### src/rtl/pipe_stage_reg.sv
// Elastic valid/ready pipeline stage with a two-entry skid buffer, synchronous flush
// and optional stall/bubble counters (enabled by defining PIPE_STAGE_PERF_EN).
module pipe_stage_reg #(
    parameter int unsigned DATA_W = 128,
    parameter int unsigned CNT_W  = 32
) (
    input  logic              CLK,
    input  logic              nRST,
    input  logic              in_valid,
    output logic              in_ready,
    input  logic [DATA_W-1:0] in_data,
    output logic              out_valid,
    input  logic              out_ready,
    output logic [DATA_W-1:0] out_data,
    input  logic              flush,
    output logic [1:0]        occupancy,
    output logic [CNT_W-1:0]  stall_cnt,
    output logic [CNT_W-1:0]  bubble_cnt
);

    localparam int unsigned OCC_W = 2;

    logic              main_valid_q, main_valid_d;
    logic [DATA_W-1:0] main_data_q,  main_data_d;
    logic              skid_valid_q, skid_valid_d;
    logic [DATA_W-1:0] skid_data_q,  skid_data_d;
    logic              in_ready_q,   in_ready_d;
    logic [OCC_W-1:0]  occupancy_q,  occupancy_d;

    logic push;
    logic pop;

    assign push = in_valid & in_ready_q;
    assign pop  = main_valid_q & out_ready;

    // Next-state for the main/skid entries; flush wins over both handshakes.
    always_comb begin
        main_valid_d = main_valid_q;
        main_data_d  = main_data_q;
        skid_valid_d = skid_valid_q;
        skid_data_d  = skid_data_q;

        if (flush) begin
            main_valid_d = 1'b0;
            main_data_d  = '0;
            skid_valid_d = 1'b0;
            skid_data_d  = '0;
        end else if (!main_valid_q) begin
            if (push) begin
                main_valid_d = 1'b1;
                main_data_d  = in_data;
            end
        end else if (!skid_valid_q) begin
            if (push && pop) begin
                main_data_d = in_data;
            end else if (push) begin
                skid_valid_d = 1'b1;
                skid_data_d  = in_data;
            end else if (pop) begin
                main_valid_d = 1'b0;
                main_data_d  = '0;
            end
        end else if (pop) begin
            main_data_d  = skid_data_q;
            skid_valid_d = 1'b0;
            skid_data_d  = '0;
        end

        in_ready_d  = ~skid_valid_d;
        occupancy_d = OCC_W'(main_valid_d) + OCC_W'(skid_valid_d);
    end

    always_ff @(posedge CLK) begin
        if (!nRST) begin
            main_valid_q <= 1'b0;
            main_data_q  <= '0;
            skid_valid_q <= 1'b0;
            skid_data_q  <= '0;
            in_ready_q   <= 1'b1;
            occupancy_q  <= '0;
        end else begin
            main_valid_q <= main_valid_d;
            main_data_q  <= main_data_d;
            skid_valid_q <= skid_valid_d;
            skid_data_q  <= skid_data_d;
            in_ready_q   <= in_ready_d;
            occupancy_q  <= occupancy_d;
        end
    end

    assign in_ready  = in_ready_q;
    assign out_valid = main_valid_q;
    assign out_data  = main_data_q;
    assign occupancy = occupancy_q;

`ifdef PIPE_STAGE_PERF_EN
    localparam logic [CNT_W-1:0] CNT_MAX = {CNT_W{1'b1}};

    logic [CNT_W-1:0] stall_cnt_q,  stall_cnt_d;
    logic [CNT_W-1:0] bubble_cnt_q, bubble_cnt_d;

    // Saturating counters judged on the outputs presented before the edge.
    always_comb begin
        stall_cnt_d  = stall_cnt_q;
        bubble_cnt_d = bubble_cnt_q;
        if (main_valid_q && !out_ready && (stall_cnt_q != CNT_MAX)) begin
            stall_cnt_d = stall_cnt_q + CNT_W'(1);
        end
        if (!main_valid_q && out_ready && (bubble_cnt_q != CNT_MAX)) begin
            bubble_cnt_d = bubble_cnt_q + CNT_W'(1);
        end
    end

    always_ff @(posedge CLK) begin
        if (!nRST) begin
            stall_cnt_q  <= '0;
            bubble_cnt_q <= '0;
        end else begin
            stall_cnt_q  <= stall_cnt_d;
            bubble_cnt_q <= bubble_cnt_d;
        end
    end

    assign stall_cnt  = stall_cnt_q;
    assign bubble_cnt = bubble_cnt_q;
`else
    assign stall_cnt  = '0;
    assign bubble_cnt = '0;
`endif

endmodule

### config.mk
export PLATFORM = sky130hd
export DESIGN_NAME = pipe_stage_reg
export DESIGN_NICKNAME = d
export VERILOG_FILES = /design/src/rtl/pipe_stage_reg.sv
export SDC_FILE = /design/constraint.sdc
export NUM_CORES = 1
export LEC_CHECK = 0
export ABC_CLOCK_PERIOD_IN_PS = 1800
export CAP_MARGIN = 20
export CORE_MARGIN = 2
export CORE_UTILIZATION = 40
export CTS_CLUSTER_DIAMETER = 60
export CTS_CLUSTER_SIZE = 40
export DETAILED_ROUTE_END_ITERATION = 16
export GPL_ROUTABILITY_DRIVEN = 0
export GPL_TIMING_DRIVEN = 0
export PLACE_DENSITY = 0.71
export SLEW_MARGIN = 20
export SYNTH_ARGS = -nofsm -noshare
export SYNTH_HDL_FRONTEND = slang
export SYNTH_SLANG_ARGS = --single-unit
### constraint.sdc
create_clock -name CLK -period 1.8 [get_ports CLK]
set_clock_uncertainty 0.1 [all_clocks]
set_input_delay 0.45 -clock CLK [delete_from_list [all_inputs] [get_ports CLK]]
set_output_delay 0.45 -clock CLK [all_outputs]
set_load 0.005 [all_outputs]
Word level (Yosys, flattened, before mapping)
Cells that the tools add are included.

word-level totals
  flip-flop bits (word level) = 261
  bits in writable memories = 0
  input port bits = 133
  memories = 0
  ROM bits = 0
  output and inout port bits = 196
  latch bits = 0

cells by class
  mux-type cells = 20
  shifts and indexed selects = 0
  $add $sub $neg = 1
  div/mod/pow operators = 0
  reduce and logical (&&, ||, !) cells = 7
  order comparisons = 0
  eq/ne operators = 4
  $mul = 0
  bitwise operators = 4

operators with widths
  operator                                                         number
  128-bit two-way mux                                              9
  1-bit two-way mux                                                11
  4-bit AND reduction                                              2
  4-bit by 3-bit != test with 1-bit output, second input constant  1
  2-bit nonzero test                                               2
  4-bit nonzero test                                               1
  3-bit by 2-bit != test with 1-bit output, second input constant  1
  1-bit by 1-bit adder with 2-bit output                           1
  1-bit bitwise AND                                                2
  2-bit by 1-bit != test with 1-bit output, second input constant  1
  2-bit != test, second input constant                             1
  1-bit NOT                                                        2
  2-bit OR reduction                                               1
  1-bit logical AND                                                1

Longest topological paths before layout
  word-level depth = 8
  gate-level depth with buffers = 8

Worst setup path before layout
Ideal clock, no wire load.

  kind = register to register
  from = register main_valid_q (netlist: out_valid)
  to = register occupancy_q[0] (netlist: occupancy[0])
  buffers on the path = 4
  library setup time = 0.115 ns
  setup slack = 0.013 ns
  arrival = 1.572 ns
  data required time = 1.585 ns
  cell stages (with the launch flop) = 9
  cell sequence = dfxtp_1 > buf_4 > buf_2 > buf_2 > buf_2 > a22oi_1 > nor2_1 > ha_1 > and2_1

between the ends
  word-level cells in the longest chain between the ends = 8
  elaborated cells on any way between the ends = 13
  those cells by class = add/sub: 1; mux: 10; bitwise: 1; reduce/logical: 1

RTL lines
  what                                        RTL line  text
  start, declared                             23        logic main_valid_q, main_valid_d;
  start signal, assigned                      82        main_valid_q <= main_valid_d;
  1-bit bitwise AND                           34        assign pop = main_valid_q & out_ready;
  1-bit two-way mux                           59        end else if (pop) begin
  1-bit two-way mux                           56        end else if (push) begin
  1-bit two-way mux                           54        if (push && pop) begin
  1-bit two-way mux                           53        end else if (!skid_valid_q) begin
  1-bit two-way mux (*)                       48        end else if (!main_valid_q) begin
  1-bit two-way mux (*)                       43        if (flush) begin
  via main_valid_d                            23
  1-bit by 1-bit adder with 2-bit output (*)  70        occupancy_d = OCC_W'(main_valid_d) + OCC_W'(skid_valid_d);
  via occupancy_d[0]                          28        logic [OCC_W-1:0] occupancy_q, occupancy_d;
  end signal, assigned                        87        occupancy_q <= occupancy_d;
  end, declared                               28

The timed path passes the listed nets; every way through them passes the cells marked *.
A chain may end at the register's enable or synchronous reset.

Worst setup path in the final report
  from = register main_data_q[64] (netlist: out_data[64])
  to = output out_data[64]

RTL lines
  what                    RTL line  text
  start, declared         24        logic [DATA_W-1:0] main_data_q, main_data_d;
  start signal, assigned  83        main_data_q <= main_data_d;
  end, declared           14        output logic [DATA_W-1:0] out_data,

No word-level cell between the ends.

==> impl_metrics.yaml <==
clocking:
  clk_transition_reported_paths_ns: 0.08
  htree_num_levels: 1
  cts_inserted_buffers: 26
  clock_sink_count: 261
  number_of_buffers_inserted_by_hold_repair_at_cts: 0
  cts-root-buf: "clkbuf_16"
  cts.path.max_buffers: 3
  cts_tree: "yes"
  clk_latency_ns: 0.55
sta:
  rsz_0062_raised_after_global_routing: "true"
  final-setup-viol-count: 0
  hold_viol_final: 0
  final.period_utilization_pct: 98.3
  tightestPinTransition_ns: 0.596
  worst_slew_margin_rel_pct: 60.3
  slew_violations: 0
  timing.fmax_ghz: 0.565
  setup_ws_ns: 0.0300
  final_period_minus_worst_setup_slack_ns: 1.77
critical_path:
  crit_cells: 1
  critical_path.top_delay_family: "flip-flops"
  arrival_ns: 1.22
  critical_path_cell_by_cell: "clkdlybuf4s15_1"
  crit_fanout: 2
  crit_type: "reg2out"
  crit_path_end_kind: "primary output"
  critical-path-max-stage-delay_ns: 0.38
  critical-path-slowest-cell: "dfxtp_1"
  timing.reg2reg.worst_path_depth: 5
  critical_path.n_buffers_inverters: 1
  cp_data_required_time_ns: 1.25
  startpoint_type: "flop"
yosys:
  yosys.area_share.simple_pct: 22.8
  synth_top_cell_by_area: "dfxtp_1"
  synth_compound_gate_area_share_pct: 18.6
  postSynthCellCount: 1838
  netlist.area_leader.share_pct: 32.4
  synthXorXnorAreaFrac_pct: 0
  yosys_warnings: 0
  synthDistinctLibCells: 29
  syn-cell-area_um2: 16100
  seq_area_frac_synth_pct: 32.4
  synth_seq_cells: 261
  dominant_combinational_cell_family_by_area_after_synthesis: "simple AND/OR/NAND/NOR gates"
  synth_area_leaders: "dfxtp_1, mux2_2, mux2i_1"
  synth_adder_area_share_pct: 0.0777
  average_size_of_a_mapped_cell_um2: 8.76
  muxShareOfSynthArea_pct: 16.9
grt:
  first_global_vias: 14700
  grt_antenna_before_repair: 7
  gr-usage-all-layers_pct: 24.5
  global_route.overflow_total: 0
  wire_length_of_the_first_global_routing_pass_mm: 82.2
  pin_count_of_the_biggest_net_entering_global_routing: 19
power:
  power.combinational.fraction_pct: 17.3
  p_clk_share_pct: 40.5
  netSwitchingFraction_pct: 28.8
  post-layout-total-power_mw: 14.3
  sequentialPowerShare_pct: 42.2
  powerDensity_nw_per_um2: 689
  netSwitchingPower_mw: 4.12
  internal_power_mw: 10.2
  worst_ir_drop_vdd_mv: 0.544
  p_leak_nw: 8.98
route:
  drt-total-wl_mm: 53.7
  drt_iter0_markers: 942
  route.detailed.vias_per_inst: 5.54
  first_pass_iters: 5
  post-route-drc-count: 0
  antenna_left: 0
  avgRoutedWirePerCell_um: 19.6
  dr_total_vias: 15200
place:
  pre_cts_slack_ns: -1.25
  io_port_bufs: 264
  dp_hpwl_mm: 38.0
floorplanning:
  io_pins: 329
  die_h_um: 205
  starting_density_pct: 40.5
  fp-row-count: 73
  floorplan.die.width_um: 205
  fp.dieArea_um2: 41900
  coreArea_um2: 39700
layout:
  area_growth_syn_to_layout_pct: 29.1
  n_antenna_cell: 0
  final_net_count: 2336
  post_route_cells_drive_above_1_share_pct: 21.3
flow_run:
  drv.max_cap_violation_count: 0
hold_path:
  min_path_type: "reg2reg"
  timing.hold.worst_path_depth: 2
outcome:
  run_status: "complete, no violations"
power by group through the flow:
stage	registers [mW]	clock network, mW	logic (mW)
after detailed placement	6.18	0	2.47
final	6.04	5.81	2.48
after CTS	6.04	5.91	2.44
after global routing	6.06	6.10	2.69
after global placement	6.17	0	2.44
after floorplan	6.17	0	1.36
worst register-to-register path, delay by kind of cell (launching register included):
| kind | cells | cell delay, ns |
|---|---|---|
| mux | 1 | 0.40 |
| flops | 1 | 0.31 |
| buf+inv | 2 | 0.62 |
| simple gates | 1 | 0.10 |
| compound gates | 1 | 0.08 |
per-stage QoR:
step | hold slack (ns) | instances | instance area [µm²] | setup TNS [ns] | utilization, %
finish | 0.382 | 2746 | 20800 | 0 | 52.3
global route | 0.393 | 2746 | 20800 | -0.383 | 52.3
CTS | 0.381 | 2743 | 20700 | 0 | 52.0
detailed placement | 0.370 | 2690 | 19600 | -273.87 | 49.4
global placement | 0.360 | 2690 | 19600 | -262.04 | 49.4
floorplan | 0.351 | 1901 | 16300 | 0 | -
cell usage in the layout, fill, tap and decap left out, types with 68 or more instances in the layout:
master and n:
dfxtp_1 217, nand2b_1 188, clkdlybuf4s50_1 130, and3b_1 129, dlygate4sd2_1 129, mux2_2 128, nand3_1 128, nor3_1 128
a21boi_0 128, mux2i_1 128, a21oi_1 128, buf_4 104, clkbuf_2 72, o21ai_0 68, a211oi_1 68
flip-flops by register name, indices dropped and copies added (netlist names):
name,cells
occupancy,2
skid_data_q,128
in_ready,1
out_data,128
out_valid,1
skid_valid_q,1
cells by family (layout without fill, tap and decap cells):
group                      after synthesis  count (layout)
AOI/OAI and AO/OA                      455             455
muxes                                  256             256
DFF                                    261             261
and+or+nand+nor                        588             588
other                                    1              64
buffers and inverters                  276             596
adders and majority gates                1               1
synth_stat cells:
| cell type | number |
|---|---|
| and3_1 | 1 |
| buf_2 | 69 |
| nor2_1 | 4 |
| a21boi_0 | 128 |
| nand2_1 | 1 |
| clkbuf_1 | 115 |
| buf_6 | 1 |
| a21oi_1 | 128 |
| dfxtp_1 | 261 |
| a211oi_1 | 68 |
| nand3_1 | 128 |
| or2_2 | 1 |
| a31o_2 | 1 |
| nand2_2 | 1 |
| conb_1 | 1 |
| mux2_2 | 128 |
| nand4bb_1 | 1 |
| a22oi_1 | 1 |
| mux2i_1 | 128 |
| nor3_1 | 128 |
| ha_1 | 1 |
| buf_4 | 89 |
| and2_1 | 3 |
| nand2b_1 | 190 |
| a311oi_1 | 60 |
| buf_1 | 2 |
| nand3b_2 | 1 |
| o21ai_0 | 69 |
| and3b_1 | 129 |
final timing paths:
path | slack [ns] | from | end
worst max-delay path | 0.03 | out_data[64] | out_data[64]
worst min register to register | 0.38 | skid_data_q[14] | skid_data_q[14]
worst max register to register | 0.07 | skid_valid_q | out_data[70]
worst min-delay path | 0.38 | skid_data_q[14] | skid_data_q[14]
final cells by class:
| type | count | area [µm²] |
|---|---|---|
| fillers | 3739 | 18900 |
| well taps | 525 | 657 |
| clock buffers | 31 | 711 |
| repair buffers | 275 | 2560 |
| flip-flops and latches | 261 | 5280 |
| clock inverters | 16 | 186 |
| plain buffers | 274 | 1700 |
| multi-input cells | 1364 | 9690 |
metal layers:
metal  up-vias  wire length [µm]  GRT usage, %
met2       465             24800          40.3
li1       7303                 -             -
met4        12              1220          6.78
met5         -                72             0
met3        69              4030          4.50
met1      7367             23600          32.7
repair_timing:
action | in CTS | in global routing
pin swaps | 4 | 4
gates cloned | 0 | 0
endpoints found under the setup margin | 393 | 236
resized for setup | 264 | 94
setup buffers | 7 | 4
Power figures use the tool's default switching activity.
